<file path="src/rtl/history_buffer_mp.sv">
//------------------------------------------------------------------------------
// Module   : history_buffer_mp
// Purpose  : Indexed lookback buffer of the newest DEPTH samples with
//            overwrite/reject mode and a saturating drop counter.
// Revision : 1.0 - initial release
//------------------------------------------------------------------------------
`default_nettype none

module history_buffer_mp #(
   parameter int unsigned DATA_WIDTH = 8,
   parameter int unsigned DEPTH      = 256,
   parameter int unsigned ADDR_WIDTH = 8,
   parameter int unsigned OVERWRITE  = 0,
   parameter int unsigned DROP_WIDTH = 16
) (
   input  logic                  clk,
   input  logic                  rst,
   input  logic                  flush,
   input  logic                  wr_en,
   input  logic [DATA_WIDTH-1:0] wr_data,
   output logic                  wr_ready,
   input  logic                  rd_en,
   input  logic [ADDR_WIDTH-1:0] rd_index,
   output logic [DATA_WIDTH-1:0] rd_data,
   output logic                  rd_valid,
   output logic                  rd_err,
   output logic                  empty,
   output logic                  full,
   output logic [ADDR_WIDTH:0]   count,
   output logic [ADDR_WIDTH-1:0] wr_ptr,
   output logic [DROP_WIDTH-1:0] drop_cnt
);

   localparam logic [ADDR_WIDTH:0]   c_DEPTH = (ADDR_WIDTH+1)'(DEPTH);
   localparam logic [ADDR_WIDTH-1:0] c_LAST  = ADDR_WIDTH'(DEPTH - 1);
   localparam logic [ADDR_WIDTH:0]   c_ONE_X = (ADDR_WIDTH+1)'(1);

   logic [DATA_WIDTH-1:0] r_mem [DEPTH];
   logic [ADDR_WIDTH:0]   r_count;
   logic [ADDR_WIDTH-1:0] r_wr_ptr;
   logic [DROP_WIDTH-1:0] r_drop_cnt;
   logic [DATA_WIDTH-1:0] r_rd_data;
   logic                  r_rd_valid;
   logic                  r_rd_err;

   logic                  w_full;
   logic                  w_wr_ready;
   logic                  w_wr_acc;
   logic                  w_wr_drop;
   logic [ADDR_WIDTH-1:0] w_ptr_next;
   logic [ADDR_WIDTH:0]   w_ptr_x;
   logic [ADDR_WIDTH:0]   w_idx_x;
   logic [ADDR_WIDTH:0]   w_addr_x;
   logic [ADDR_WIDTH-1:0] w_rd_addr;
   logic                  w_rd_oor;

   assign w_full     = (r_count == c_DEPTH);
   assign w_wr_ready = (OVERWRITE != 0) ? 1'b1 : !w_full;
   assign w_wr_acc   = wr_en & w_wr_ready & ~flush & ~rst;
   assign w_wr_drop  = wr_en & ~w_wr_ready & ~flush;
   assign w_ptr_next = (r_wr_ptr == c_LAST) ? '0 : r_wr_ptr + 1'b1;

   // Wrap by explicit compare so non-power-of-two depths index correctly.
   assign w_ptr_x = {1'b0, r_wr_ptr};
   assign w_idx_x = {1'b0, rd_index};

   always_comb begin
      w_addr_x = '0;
      if (w_idx_x < w_ptr_x) begin
         w_addr_x = w_ptr_x - c_ONE_X - w_idx_x;
      end else begin
         w_addr_x = c_DEPTH + w_ptr_x - c_ONE_X - w_idx_x;
      end
   end

   assign w_rd_addr = w_addr_x[ADDR_WIDTH-1:0];
   assign w_rd_oor  = (w_idx_x >= r_count);

   always_ff @(posedge clk) begin
      if (w_wr_acc) begin
         r_mem[r_wr_ptr] <= wr_data;
      end
   end

   always_ff @(posedge clk) begin
      if (rst) begin
         r_count    <= '0;
         r_wr_ptr   <= '0;
         r_drop_cnt <= '0;
         r_rd_data  <= '0;
         r_rd_valid <= 1'b0;
         r_rd_err   <= 1'b0;
      end else begin
         r_rd_valid <= rd_en;
         r_rd_err   <= rd_en & w_rd_oor;
         if (rd_en) begin
            r_rd_data <= w_rd_oor ? '0 : r_mem[w_rd_addr];
         end

         if (flush) begin
            r_count  <= '0;
            r_wr_ptr <= '0;
         end else if (w_wr_acc) begin
            r_wr_ptr <= w_ptr_next;
            if (r_count != c_DEPTH) begin
               r_count <= r_count + c_ONE_X;
            end
         end

         if (w_wr_drop && (r_drop_cnt != {DROP_WIDTH{1'b1}})) begin
            r_drop_cnt <= r_drop_cnt + 1'b1;
         end
      end
   end

   assign wr_ready = w_wr_ready;
   assign rd_data  = r_rd_data;
   assign rd_valid = r_rd_valid;
   assign rd_err   = r_rd_err;
   assign empty    = (r_count == '0);
   assign full     = w_full;
   assign count    = r_count;
   assign wr_ptr   = r_wr_ptr;
   assign drop_cnt = r_drop_cnt;

endmodule

`default_nettype wire

</file>
<file path="config.mk">
export PLATFORM = sky130hd
export DESIGN_NAME = history_buffer_mp
export DESIGN_NICKNAME = d
export VERILOG_FILES = /design/src/rtl/history_buffer_mp.sv
export SDC_FILE = /design/constraint.sdc
export NUM_CORES = 2
export LEC_CHECK = 0
export ABC_AREA = 1
export CORE_MARGIN = 2
export CORE_UTILIZATION = 57
export DETAILED_ROUTE_END_ITERATION = 12
export PLACE_DENSITY_LB_ADDON = 0.2
export SETUP_SLACK_MARGIN = 0.05
export SYNTH_ARGS = -nofsm -noshare
export SYNTH_HDL_FRONTEND = slang
export SYNTH_SLANG_ARGS = --single-unit
</file>
<file path="constraint.sdc">
create_clock -name clk -period 2.53 [get_ports clk]
set_input_delay 0.506 -clock clk [delete_from_list [all_inputs] [get_ports clk]]
set_output_delay 0.506 -clock clk [all_outputs]
set_load 0.02 [all_outputs]
</file>
==> qor.json <==
{
  "result_of_the_run": {"value": "finished with violations"},
  "violations_in_the_final_reports": {"value": "setup timing"},
  "multiInputGateArea": {"value": 23400, "unit": "um2"},
  "library_cell_used_as_clock_root_buffer": {"value": "sky130_fd_sc_hd__clkbuf_16"},
  "p_leak": {"value": 39.3, "unit": "nW"},
  "tritoncts": {"value": "built"},
  "synth-edff-count": {"value": 2048},
  "power_density": {"value": 717, "unit": "nW/um2"},
  "clkLatencyLatePin": {"value": 850, "unit": "ps"},
  "grt_setup_unrepaired": {"value": "yes"},
  "worstPathCellList": {"value": "ha_4 > fa_4 > buf_12 > clkinv_16 > buf_4 > buf_12 > nand3_1 > nand2_1 > nand2_1 > nand3_2 > nand3_2 > nand3_2 > nand3_2 > nand2_4 > nand2_1 > nand3_1 > a21oi_1"},
  "drv_slew": {"value": 0},
  "holdCritPathClass": {"value": "primary input to register"},
  "globalRoute.totalOverflow": {"value": 0},
  "drtIter0Drc": {"value": 8608},
  "worst_path_dominant_cell_family": {"value": "simple AND/OR/NAND/NOR gates"},
  "h-tree-depth": {"value": 4},
  "signal_arrival_time_at_the_worst_endpoint": {"value": 3990, "unit": "ps"},
  "yosysMostFrequentCell": {"value": "sky130_fd_sc_hd__nand2_1"},
  "syn-cell-area": {"value": 87100, "unit": "um2"},
  "grt_start_max_net_pins": {"value": 103},
  "num_rows": {"value": 143},
  "post_synth_inst_count": {"value": 7805},
  "worst-path-max-fanout": {"value": 30},
  "die_area": {"value": 156000, "unit": "um2"},
  "yosys-top-cells-area": {"value": "sky130_fd_sc_hd__edfxtp_1 (71%), sky130_fd_sc_hd__nand2_1 (13%), sky130_fd_sc_hd__nand3_1 (8.6%), sky130_fd_sc_hd__nor2_1 (2.1%), sky130_fd_sc_hd__buf_2 (1.4%)"},
  "synthDominantCellAreaShare": {"value": 70.6, "unit": "%"},
  "cpPeakStageDelay": {"value": 760, "unit": "ps"},
  "buffer_ports.inserted": {"value": 66},
  "core_area": {"value": 152000, "unit": "um2"},
  "drv_cap": {"value": 0},
  "drt_pass1_iterations": {"value": 6},
  "fmaxAchievable": {"value": 309, "unit": "MHz"},
  "critical_path.startpoint_type": {"value": "register"},
  "flow.area_growth_from_synthesis": {"value": 19.8, "unit": "%"},
  "num_io_pins": {"value": 67},
  "synth.ff_latch_count": {"value": 2091},
  "mean_cell_area_of_the_mapped_netlist": {"value": 11.2, "unit": "um2"},
  "setup_violations": {"value": 8},
  "criticalPathCategory": {"value": "register to register"},
  "gp_congestion": {"value": 0.960},
  "antenna_found_initial": {"value": 5},
  "critPathRequiredTime": {"value": 3290, "unit": "ps"},
  "register_area": {"value": 62400, "unit": "um2"},
  "ys_warn_count": {"value": 0},
  "synth_largest_area_cell": {"value": "sky130_fd_sc_hd__edfxtp_1"},
  "layout.nets": {"value": 8401},
  "period_minus_slack": {"value": 3240, "unit": "ps"},
  "chipHeight": {"value": 395, "unit": "um"},
  "grt_first_pass_wirelength": {"value": 366000, "unit": "um"},
  "grt_pass1_vias": {"value": 59500},
  "ys_top_cells_by_count": {"value": "sky130_fd_sc_hd__nand2_1 (2925), sky130_fd_sc_hd__edfxtp_1 (2048), sky130_fd_sc_hd__nand3_1 (1492)"},
  "timing_hold_violations_final": {"value": 0},
  "dp.final_hpwl": {"value": 151000, "unit": "um"},
  "final_core_utilization": {"value": 68.7, "unit": "%"},
  "timing.final.crit_share": {"value": 128, "unit": "%"},
  "critical-path-slowest-cell": {"value": "sky130_fd_sc_hd__fa_4"},
  "dieWidth": {"value": 395, "unit": "um"},
  "synth.distinct_cells": {"value": 39},
  "ctsLongestPathBuffers": {"value": 3},
  "setup.worst_path.end_class": {"value": "register"},
  "ir_worst_vdd": {"value": 0.650, "unit": "mV"},
  "wirelength": {"value": 248000, "unit": "um"},
  "route.detailed.drc": {"value": 0},
  "cts.reportedPaths.clkPinSlew": {"value": 60, "unit": "ps"},
  "post_drt_wl_per_cell": {"value": 23.5, "unit": "um"},
  "grtUsageTotal": {"value": 31.2, "unit": "%"},
  "cts_inserted_buffers": {"value": 201},
  "worst_clock_skew": {"value": 42.5, "unit": "ps"},
  "worst_slew_margin_rel": {"value": 55.0, "unit": "%"},
  "num_vias": {"value": 61900},
  "timing.critical_path.mode_cell": {"value": "sky130_fd_sc_hd__nand3_2"},
  "totalPowerFinal": {"value": 0.0749, "unit": "W"},
  "cts_sinks": {"value": 2091},
  "synth_sequential_area_ratio": {"value": 71.6, "unit": "%"},
  "final.setup.worst_slack": {"value": -706, "unit": "ps"},
  "antenna_violating_nets_post_route": {"value": 0},
  "async_s_r_ff_share_synth": {"value": 0, "unit": "%"},
  "nFillCells": {"value": 10600},
  "transition_time_at_the_pin_with_the_least_slew_margin": {"value": 675, "unit": "ps"},
  "ys_dominant_reg_cell": {"value": "sky130_fd_sc_hd__edfxtp_1"},
  "final_layout_size_suffix_gt1_share": {"value": 16.4, "unit": "%"},
  "worstPathBufferInverterCount": {"value": 4},
  "setup_total_negative_slack": {"value": -5400, "unit": "ps"},
  "start_util": {"value": 57.3, "unit": "%"},
  "synthesis.nets": {"value": 7850},
  "drt-vias-per-instance": {"value": 5.86}
}
==> where the power goes <==
part	internal, W	total [W]	switching, W
combinational	0.00248	0.00741	0.00493
clock	0.0167	0.0295	0.0128
sequential	0.0380	0.0380	0.0000187
total	0.0571	0.0749	0.0178
==> flip-flops by register name, indices dropped and copies added, names as in the netlist <==
signal / cells
r_mem: 2048
drop_cnt: 16
count: 9
rd_data: 8
wr_ptr: 8
rd_err: 1
rd_valid: 1
==> through the flow <==
| stage | hold slack, ps | worst slack [ps] | cells | area (um2) |
|---|---|---|---|---|
| detailed placement | 467 | -1720 | 10100 | 95600 |
| global route | 40.4 | -762 | 10500 | 104000 |
| floorplan | 523 | -48.4 | 7805 | 88000 |
| finish | 52.4 | -706 | 10600 | 104000 |
| global placement | 464 | -1750 | 10100 | 95600 |
| CTS | 15.5 | -727 | 10500 | 103000 |
==> metal layers <==
metal  track usage [%]  wire length, um  vias up
li1                  -                -    28000
met1              42.6            94300    29900
met2              49.4           117000     3380
met3              6.36            26500      541
met4              13.1            10500        0
met5                 0                0        -
==> placed cells by master (no fill, tap or decap), types with 21 or more instances in the layout <==
| cell | instances |
|---|---|
| sky130_fd_sc_hd__nand2_2 | 41 |
| sky130_fd_sc_hd__nand3_4 | 39 |
| sky130_fd_sc_hd__edfxtp_1 | 2048 |
| sky130_fd_sc_hd__clkinv_2 | 26 |
| sky130_fd_sc_hd__ha_1 | 21 |
| sky130_fd_sc_hd__o21ai_0 | 72 |
| sky130_fd_sc_hd__buf_12 | 162 |
| sky130_fd_sc_hd__nand3_1 | 1302 |
| sky130_fd_sc_hd__clkinv_1 | 47 |
| sky130_fd_sc_hd__buf_4 | 548 |
| sky130_fd_sc_hd__clkbuf_16 | 208 |
| sky130_fd_sc_hd__nor2_1 | 411 |
| sky130_fd_sc_hd__nor2_2 | 43 |
| sky130_fd_sc_hd__nor2_4 | 28 |
| sky130_fd_sc_hd__inv_1 | 98 |
| sky130_fd_sc_hd__dfxtp_1 | 41 |
| sky130_fd_sc_hd__nand3_2 | 152 |
| sky130_fd_sc_hd__clkdlybuf4s50_1 | 35 |
| sky130_fd_sc_hd__a21oi_1 | 36 |
| sky130_fd_sc_hd__clkbuf_1 | 53 |
| sky130_fd_sc_hd__nand2_1 | 2881 |
==> cells by family (layout without fill, tap and decap cells) <==
group	count (synthesis)	count (layout)	share of synthesized area [%]
AOI/OAI and AO/OA	132	132	0.784
xor gates and xnor gates	3	3	0.0560
adders and majority gates	24	24	0.353
buffers and inverters	598	1310	3.55
DFF	2091	2091	71.6
other	0	6	0
and+or+nand+nor	4957	4957	23.7
==> final cells by class <==
type | instances | area share, %
flip-flops and latches | 2091 | 59.7
multi-input cells | 5116 | 22.4
repair buffers | 831 | 8.77
clock buffers | 257 | 5.05
well taps | 2030 | 2.43
clock inverters | 107 | 1.06
inverters | 113 | 0.464
repair inverters | 2 | 0.0312
diodes | 6 | 0.0144
==> worst paths after layout <==
kind | from | to | slack, ps | cells after the start
max | wr_ptr[0]$_SDFFE_PP0P_ | rd_data[7]$_SDFFE_PP0P_ | -710 | 17
min | wr_data[4] | r_mem[173][4]$_DFFE_PP_ | 50 | 1
max reg2reg | wr_ptr[0]$_SDFFE_PP0P_ | rd_data[7]$_SDFFE_PP0P_ | -710 | 17
min reg2reg | drop_cnt[8]$_SDFFE_PP0P_ | drop_cnt[8]$_SDFFE_PP0P_ | 480 | 1
==> what timing repair did <==
| item | CTS | global route |
|---|---|---|
| hold buffers | 2 | 0 |
| cloned | 13 | 6 |
| endpoints found under the hold margin | 29 | 0 |
| pin swaps | 31 | 53 |
| buffers inserted | 21 | 11 |
| resized for setup | 213 | 173 |
| setup endpoints to repair | 303 | 916 |
Power figures use the tool's default switching activity.
